===== config.mk =====
export PLATFORM = sky130hd
export DESIGN_NAME = sad_search_ctrl_flat
export DESIGN_NICKNAME = d
export VERILOG_FILES = /design/src/rtl/sad_search_ctrl_if.sv /design/src/rtl/sad_search_ctrl.sv /design/src/flat_wrapper.sv
export SDC_FILE = /design/constraint.sdc
export NUM_CORES = 1
export LEC_CHECK = 0
export ABC_AREA = 1
export BUFFER_PORTS_ARGS = -buffer_cell sky130_fd_sc_hd__buf_4
export CAP_MARGIN = 10
export CORE_UTILIZATION = 50
export DETAILED_ROUTE_END_ITERATION = 6
export GPL_TIMING_DRIVEN = 0
export PLACE_DENSITY = 0.73
export SKIP_LAST_GASP = 1
export SLEW_MARGIN = 20
export SYNTH_ARGS = -nofsm -noshare
export SYNTH_HDL_FRONTEND = slang
export SYNTH_SLANG_ARGS = --single-unit
export TNS_END_PERCENT = 30

===== constraint.sdc =====
create_clock -name clk -period 2.2 [get_ports clk]
set_input_delay 0.66 -clock clk [delete_from_list [all_inputs] [get_ports clk]]
set_output_delay 0.66 -clock clk [all_outputs]
set_load 0.005 [all_outputs]

===== src/rtl/sad_search_ctrl_if.sv =====
// rtl/sad_search_ctrl_if.sv - start/abort, candidate issue, SAD return and best-result bundle
interface sad_search_ctrl_if #(
    parameter int SAD_W = 14,
    parameter int IDX_W = 3
);
    logic             start;
    logic             abort;
    logic             busy;
    logic             done;
    logic [IDX_W-1:0] cand_idx;
    logic             cand_valid;
    logic             cand_ready;
    logic [SAD_W-1:0] sad_in;
    logic             sad_valid;
    logic [SAD_W-1:0] best_sad;
    logic [IDX_W-1:0] best_idx;
    logic             best_valid;

    // Environment side: ME top-level FSM plus the SAD engine.
    modport master (
        output start, abort, cand_ready, sad_in, sad_valid,
        input  busy, done, cand_idx, cand_valid, best_sad, best_idx, best_valid
    );

    // Search controller side.
    modport slave (
        input  start, abort, cand_ready, sad_in, sad_valid,
        output busy, done, cand_idx, cand_valid, best_sad, best_idx, best_valid
    );
endinterface


===== src/rtl/sad_search_ctrl.sv =====
// rtl/sad_search_ctrl.sv - motion-estimation candidate search sequencer; optional SAD_SEARCH_EARLY_EXIT_EN
module sad_search_ctrl #(
    parameter int SAD_W       = 14,
    parameter int NUM_CAND    = 5,
    parameter int IDX_W       = 3,
    parameter int EXIT_THRESH = 0
) (
    input  logic             clk,
    input  logic             rst_n,
    sad_search_ctrl_if.slave bus
);
    localparam int               CNT_W   = IDX_W + 1;
    localparam logic [CNT_W-1:0] LAST    = CNT_W'(NUM_CAND);
    localparam logic [CNT_W-1:0] LAST_M1 = CNT_W'(NUM_CAND - 1);
    localparam logic [SAD_W-1:0] THRESH  = SAD_W'(EXIT_THRESH);
`ifdef SAD_SEARCH_EARLY_EXIT_EN
    localparam bit EARLY_EXIT = 1'b1;
`else
    localparam bit EARLY_EXIT = 1'b0;
`endif

    typedef enum logic [1:0] {
        IDLE  = 2'd0,
        RUN   = 2'd1,
        DRAIN = 2'd2
    } state_t;

    state_t           state;
    state_t           state_nxt;
    logic [CNT_W-1:0] issued;
    logic [CNT_W-1:0] recv;
    logic             aborted;
    logic             best_valid_q;
    logic [SAD_W-1:0] best_sad;
    logic [IDX_W-1:0] best_idx;
    logic             cand_valid;
    logic             done;

    logic issue_fire;
    logic result_fire;
    logic run_result;
    logic better;
    logic exit_hit;

    assign issue_fire  = cand_valid && bus.cand_ready;
    // A result is only meaningful while something is outstanding; stray
    // sad_valid pulses can never push recv past issued.
    assign result_fire = bus.sad_valid && (state != IDLE) && (recv < issued);
    assign run_result  = result_fire && (state == RUN);
    // recv==0 marks the first result of the search; strict < keeps the
    // earlier (lower) index on ties.
    assign better      = (recv == '0) || (bus.sad_in < best_sad);
    assign exit_hit    = EARLY_EXIT && (bus.sad_in <= THRESH);

    // State register.
    always_ff @(posedge clk or negedge rst_n) begin
        if (!rst_n) begin
            state <= IDLE;
        end else begin
            state <= state_nxt;
        end
    end

    // Next-state logic plus candidate-valid and done strobes.
    always_comb begin
        state_nxt  = state;
        cand_valid = 1'b0;
        done       = 1'b0;
        case (state)
            IDLE: begin
                if (bus.start) begin
                    state_nxt = RUN;
                end
            end
            RUN: begin
                cand_valid = (issued < LAST);
                if (bus.abort) begin
                    state_nxt = DRAIN;
                end else if (run_result && ((recv == LAST_M1) || exit_hit)) begin
                    state_nxt = DRAIN;
                end
            end
            DRAIN: begin
                if (issued == recv) begin
                    state_nxt = IDLE;
                    done      = !aborted;
                end
            end
            default: state_nxt = IDLE;
        endcase
    end

    // Issue/receive counters and the abort flag; cleared on an accepted start.
    always_ff @(posedge clk or negedge rst_n) begin
        if (!rst_n) begin
            issued  <= '0;
            recv    <= '0;
            aborted <= 1'b0;
        end else if (state == IDLE) begin
            if (bus.start) begin
                issued  <= '0;
                recv    <= '0;
                aborted <= 1'b0;
            end
        end else begin
            if (issue_fire) begin
                issued <= issued + 1'b1;
            end
            if (result_fire) begin
                recv <= recv + 1'b1;
            end
            if ((state == RUN) && bus.abort) begin
                aborted <= 1'b1;
            end
        end
    end

    // Running minimum; only results accepted in RUN may touch it.
    always_ff @(posedge clk or negedge rst_n) begin
        if (!rst_n) begin
            best_sad <= '0;
            best_idx <= '0;
        end else if (run_result && better) begin
            best_sad <= bus.sad_in;
            best_idx <= recv[IDX_W-1:0];
        end
    end

    // best_valid latches on done and clears on the next accepted start.
    always_ff @(posedge clk or negedge rst_n) begin
        if (!rst_n) begin
            best_valid_q <= 1'b0;
        end else if ((state == IDLE) && bus.start) begin
            best_valid_q <= 1'b0;
        end else if (done) begin
            best_valid_q <= 1'b1;
        end
    end

    assign bus.busy       = (state != IDLE);
    assign bus.done       = done;
    assign bus.cand_valid = cand_valid;
    assign bus.cand_idx   = issued[IDX_W-1:0];
    assign bus.best_sad   = best_sad;
    assign bus.best_idx   = best_idx;
    assign bus.best_valid = best_valid_q | done;
endmodule

===== src/flat_wrapper.sv =====
// flat-port wrapper written by rule: the top's interface ports become plain ports
module sad_search_ctrl_flat 
#(
    parameter int SAD_W       = 14,
    parameter int NUM_CAND    = 5,
    parameter int IDX_W       = 3,
    parameter int EXIT_THRESH = 0
)
  (clk, rst_n, bus_start, bus_abort, bus_cand_ready, bus_sad_in, bus_sad_valid, bus_busy, bus_done, bus_cand_idx, bus_cand_valid, bus_best_sad, bus_best_idx, bus_best_valid);
  sad_search_ctrl_if #(.SAD_W(SAD_W), .IDX_W(IDX_W)) bus_i ();
  input  logic clk;
  input  logic rst_n;
  input wire logic [$bits(bus_i.start)-1:0] bus_start;
  input wire logic [$bits(bus_i.abort)-1:0] bus_abort;
  input wire logic [$bits(bus_i.cand_ready)-1:0] bus_cand_ready;
  input wire logic [$bits(bus_i.sad_in)-1:0] bus_sad_in;
  input wire logic [$bits(bus_i.sad_valid)-1:0] bus_sad_valid;
  output wire logic [$bits(bus_i.busy)-1:0] bus_busy;
  output wire logic [$bits(bus_i.done)-1:0] bus_done;
  output wire logic [$bits(bus_i.cand_idx)-1:0] bus_cand_idx;
  output wire logic [$bits(bus_i.cand_valid)-1:0] bus_cand_valid;
  output wire logic [$bits(bus_i.best_sad)-1:0] bus_best_sad;
  output wire logic [$bits(bus_i.best_idx)-1:0] bus_best_idx;
  output wire logic [$bits(bus_i.best_valid)-1:0] bus_best_valid;
  assign bus_i.start = bus_start;
  assign bus_i.abort = bus_abort;
  assign bus_i.cand_ready = bus_cand_ready;
  assign bus_i.sad_in = bus_sad_in;
  assign bus_i.sad_valid = bus_sad_valid;
  assign bus_busy = bus_i.busy;
  assign bus_done = bus_i.done;
  assign bus_cand_idx = bus_i.cand_idx;
  assign bus_cand_valid = bus_i.cand_valid;
  assign bus_best_sad = bus_i.best_sad;
  assign bus_best_idx = bus_i.best_idx;
  assign bus_best_valid = bus_i.best_valid;
  sad_search_ctrl #(.SAD_W(SAD_W), .NUM_CAND(NUM_CAND), .IDX_W(IDX_W), .EXIT_THRESH(EXIT_THRESH)) u_core (.clk(clk), .rst_n(rst_n), .bus(bus_i));
endmodule

# Word-level counts from Yosys, hierarchy flattened

Index checks and enable logic that the tools add are counted.

Magnitude comparators: 3
Equal/unequal tests: 7
Reductions and logical operators: 21
Bitwise logic cells: 1
Mux-type cells: 18
Add/subtract/negate cells: 2

Operators with widths:

| cell                  | count |
|---|---|
| $mux W4               | 5 |
| $lt A14 B14 Y1        | 1 |
| $reduce_bool A2 Y1    | 5 |
| $add A4 B1 Y4 const B | 2 |
| $logic_and A1 B1 Y1   | 8 |
| $mux W1               | 8 |
| $mux W2               | 4 |
| $pmux W2 S3           | 1 |
| $reduce_and A2 Y1     | 3 |
| $eq A4 B3 Y1 const B  | 1 |
| $eq A4 B4 Y1          | 1 |
| $logic_not A4 Y1      | 1 |
| $lt A4 B3 Y1 const B  | 1 |
| $lt A4 B4 Y1          | 1 |
| $ne A3 B2 Y1 const B  | 1 |
| $reduce_and A3 Y1     | 1 |
| $eq A2 B1 Y1 const B  | 1 |
| $eq A2 B2 Y1 const B  | 1 |
| $logic_not A2 Y1      | 1 |
| $ne A2 B1 Y1 const B  | 1 |
| $ne A2 B2 Y1 const B  | 1 |
| $logic_not A1 Y1      | 1 |
| $logic_or A1 B1 Y1    | 1 |
| $or A1 B1 Y1          | 1 |

Word-level logic and storage cells: 59
Register bits after elaboration: 29
Output and inout port bits: 24
Input bits: 20

# Logic depth before layout (Yosys ltp)

Depth after elaboration: 8
Gate-level depth with buffers: 13
Depth with buffers taken out: 12

# Least setup slack after synthesis

No wires, ideal clock.

Kind: input port to flip-flop
Start point: input bus_sad_in[5]
End point: register u_core.best_sad[13] (netlist: u_core.bus.best_sad[13])
Setup slack: 0.315 ns
Arrival time: 1.768 ns
Buffers on the path: 1
Cell stages on the path: 12
Data required time: 2.083 ns
Cells stage by stage: ha_1 nand2_1 inv_1 a21oi_1 nand2_1 nand2_1 nand2_1 nand2_2 nand2_4 buf_6 nand2_1 nand2_1

Cells in the longest elaborated chain, start to end: 3

RTL lines:

| item                 | line                   | source |
|---|---|---|
| start, declared      | flat_wrapper.sv:16     | `input wire logic [$bits(bus_i.sad_in)-1:0] bus_sad_in;` |
| $lt A14 B14 Y1       | sad_search_ctrl.sv:52  | `assign better = (recv == '0) \|\| (bus.sad_in < best_sad);` |
| $logic_or A1 B1 Y1   | sad_search_ctrl.sv:52  |  |
| $logic_and A1 B1 Y1  | sad_search_ctrl.sv:123 | `end else if (run_result && better) begin` |
| end signal, assigned | sad_search_ctrl.sv:124 | `best_sad <= bus.sad_in;` |
| end, declared        | sad_search_ctrl.sv:34  | `logic [SAD_W-1:0] best_sad;` |

No other way between the ends.
A chain may end at the register's enable or synchronous reset.

# Worst setup path after layout

Start point: register u_core.issued[3]
End point: output bus_done

Cells in the longest elaborated chain, start to end: 3

RTL lines:

| item                   | line                   | source |
|---|---|---|
| start, declared        | sad_search_ctrl.sv:30  | `logic [CNT_W-1:0] issued;` |
| start signal, assigned | sad_search_ctrl.sv:107 | `issued <= issued + 1'b1;` |
| $eq A4 B4 Y1           | sad_search_ctrl.sv:84  | `if (issued == recv) begin` |
| $mux W1                | sad_search_ctrl.sv:84  |  |
| $mux W1                | sad_search_ctrl.sv:69  | `case (state)` |
| end, declared          | flat_wrapper.sv:19     | `output wire logic [$bits(bus_i.done)-1:0] bus_done;` |

No other way between the ends.

==> results.sh <==
export IMPL_fmax_mhz=439
export IMPL_vias_per_cell=4.94
export IMPL_reg2reg_setup_slack_ps=260
export IMPL_drc=0
export IMPL_period_share_pct=104
export IMPL_diodes=0
export IMPL_final_setup_worst_slack_ps=-77.7
export IMPL_drtPass1Iterations=4
export IMPL_cts_root_buf="clkbuf_4"
export IMPL_layout_nets=332
export IMPL_dieArea_sq_um=3880
export IMPL_die_x_um=62.3
export IMPL_cellLeakagePower_nw=1.36
export IMPL_fin_util_pct=70.1
export IMPL_dieHeight_um=62.3
export IMPL_cts_tree="yes"
export IMPL_insertion_delay_ps=340
export IMPL_post_dp_hpwl_mm=2.77
export IMPL_finalHoldViolCount=0
export IMPL_port_buffers=43
export IMPL_violations="negative setup slack"
export IMPL_avgRoutedWirePerCell_um=11.6
export IMPL_cap_violations=0
export IMPL_cts_made_buffers=5
export IMPL_crit_path_start_kind="flop"
export IMPL_grt_pass1_wl_mm=6.53
export IMPL_ys_ff_latch=29
export IMPL_cts_sinks=29
export IMPL_outcome="finished, violations left"
export IMPL_multi_input_area_sq_um=986
export IMPL_finalMaxSlewViolations=0
export IMPL_grt_pass1_vias=1588
export IMPL_cts_buffer_depth=2
export IMPL_synth_avg_cell_area_sq_um=7.81
export IMPL_fin_worst_skew_ps=10.5
export IMPL_synth_largest_area_cell="dfrtp_1"
export IMPL_antenna_found_initial=0
export IMPL_num_vias=1669
export IMPL_critical_path_class="reg2out"
export IMPL_end_kind="primary output"
export IMPL_vdd_ir_drop_max_uv=649
export IMPL_syn_to_final_growth_pct=31.7
export IMPL_grtUsageMet3_pct=3.86
export IMPL_final_min_clock_period_ps=2280
export IMPL_syn_cell_area_sq_um=1820
export IMPL_wl_mm=3.93
export IMPL_synthCells=233
export IMPL_min_path_type="in2async"
export IMPL_drive_gt1_share_pct=29.1
export IMPL_syn_num_nets=274
export IMPL_start_util_pct=53.3
export IMPL_gp_congestion=0.755
export IMPL_track_usage_pct=21.3
export IMPL_cellPowerDensity_nw_per_um2=1110
export IMPL_drt_iter0_drc=64
export IMPL_grt_use_met2_pct=36.4
export IMPL_grt_max_degree=30
export IMPL_seqCellArea_sq_um=729
export IMPL_worstPathMaxFanout=3
export IMPL_core_area_sq_um=3420
export IMPL_gr_total_overflow=0
export IMPL_power_mw=2.66
export IMPL_yosysSeqAreaShare_pct=39.9
export IMPL_crit_required_ps=1540
export IMPL_setup_viol=3
export IMPL_synth_top_cell_area_share_pct=39.9
export IMPL_drtAntennaViolNets=0
export IMPL_rsz0062_at_grt="yes"
export IMPL_clk_pin_slew_ps=100
export IMPL_fill_cells=294
export IMPL_worst_pin_slew_ps=379
export IMPL_cts_max_level=2
export IMPL_relSlewSlack_pct=74.8
export IMPL_num_rows=21
export IMPL_synth_top_cells_by_area="dfrtp_1 (40%), nand2_1 (15%), ha_1 (14%)"
export IMPL_worstPathArrival_ps=1620
export IMPL_yosys_warnings=0
export IMPL_yosysUniqueCellTypes=22
export IMPL_busiest_layer="met2"
export IMPL_use_met1_pct=25.7
export IMPL_ioPinCount=44
[routing by layer]
layer / share of wire (%) / vias up
met5: 0 / -
li1: - / 852
met4: 1.9 / 0
met1: 44 / 773
met2: 50 / 37
met3: 4.0 / 7
[layout make-up]
class | count | area share, %
Tap cell | 46 | 2.40
Buffer | 6 | 2.09
Sequential cell | 29 | 30.4
Inverter | 37 | 5.80
Multi-Input combinational cell | 161 | 41.1
Timing Repair Buffer | 51 | 16.0
Clock inverter | 2 | 0.418
Clock buffer | 6 | 1.72
[cells in the final DEF, fill, tap and decap left out, drive strengths merged]
cell type	Yosys	final
dfrtp	29	29
nor4	1	1
nand4	1	1
clkinv	0	2
buf	6	57
clkbuf	0	6
nand3	27	27
nor2	13	13
nor3	2	2
ha	21	21
o21ai	6	6
nand3b	1	1
inv	37	37
nand2	78	78
a22o	1	1
a21oi	10	10
[Yosys cell counts]
master / instances
a21oi_1: 10
a22o_1: 1
buf_2: 1
buf_4: 3
buf_6: 2
dfrtp_1: 29
ha_1: 21
inv_1: 36
inv_2: 1
nand2_1: 75
nand2_2: 2
nand2_4: 1
nand3_1: 27
nand3b_4: 1
nand4_1: 1
nor2_1: 12
nor2_8: 1
nor3_1: 1
nor3_2: 1
nor4_1: 1
o21ai_0: 4
o21ai_1: 2
[report_power, final]
part | internal [mW] | leakage [nW] | switching (mW)
sequential | 0.713 | 0.379 | 0.157
combinational | 0.692 | 0.949 | 0.781
clock | 0.121 | 0.0320 | 0.198
total | 1.53 | 1.36 | 1.14
[cell families (layout without fill, tap and decap cells)]
group                    after synthesis  after routing  synth area share [%]
AND/OR/NAND/NOR                      123            123                  30.4
buffers and inverters                 43            102                  10.4
flip-flops                            29             29                  39.9
adder cells (fa/ha/maj)               21             21                  14.4
AO/OA/AOI/OAI                         17             17                  4.88
[state kept, by name, indices dropped and copies added (netlist names)]
register	cells
u_core.best_valid_q	1
u_core.bus.best_idx	3
u_core.state	2
u_core.bus.best_sad	14
u_core.issued	4
u_core.aborted	1
u_core.recv	4
[path summary, 6_finish.rpt]
path | from | end | cells past startpoint
worst max-delay path | u_core.issued[3] | bus_done | 7
worst min-delay path | rst_n | u_core.bus.best_sad[5] | 1
worst max register to register | u_core.issued[1] | u_core.bus.best_sad[8] | 11
worst min register to register | u_core.bus.best_idx[0] | u_core.bus.best_idx[0] | 2
max in group asynchronous | rst_n | u_core.recv[3] | 1
min in group clk | u_core.bus.best_idx[0] | u_core.bus.best_idx[0] | 2
[per-stage QoR]
stage          hold slack (ps)  instance area, sq um  worst slack [ps]  setup TNS (ps)  cells
3_3_place_gp               464                  2200              14.1               0    322
5_1_grt                    241                  2400              -162            -395    338
3_5_place_dp               470                  2200             -1.50           -2.02    322
6_report                   221                  2400             -77.7            -150    338
2_1_floorplan              364                  1820               315               0    233
4_1_cts                    228                  2260              -142            -260    331
[worst max-delay path: stages (launching register included)]
cell     delay, ps
dfrtp_1        390
inv_2           70
ha_4           260
nand2_2         40
inv_2           70
nand3_4         90
nor4_2         190
buf_4          160
[timing repair]
action	CTS	global route
pin swaps	0	4
hold endpoints to repair	0	0
endpoints found under the setup margin	2	2
setup buffers	1	7
resized for setup	0	16
hold buffers	0	0
Power figures use the tool's default switching activity.
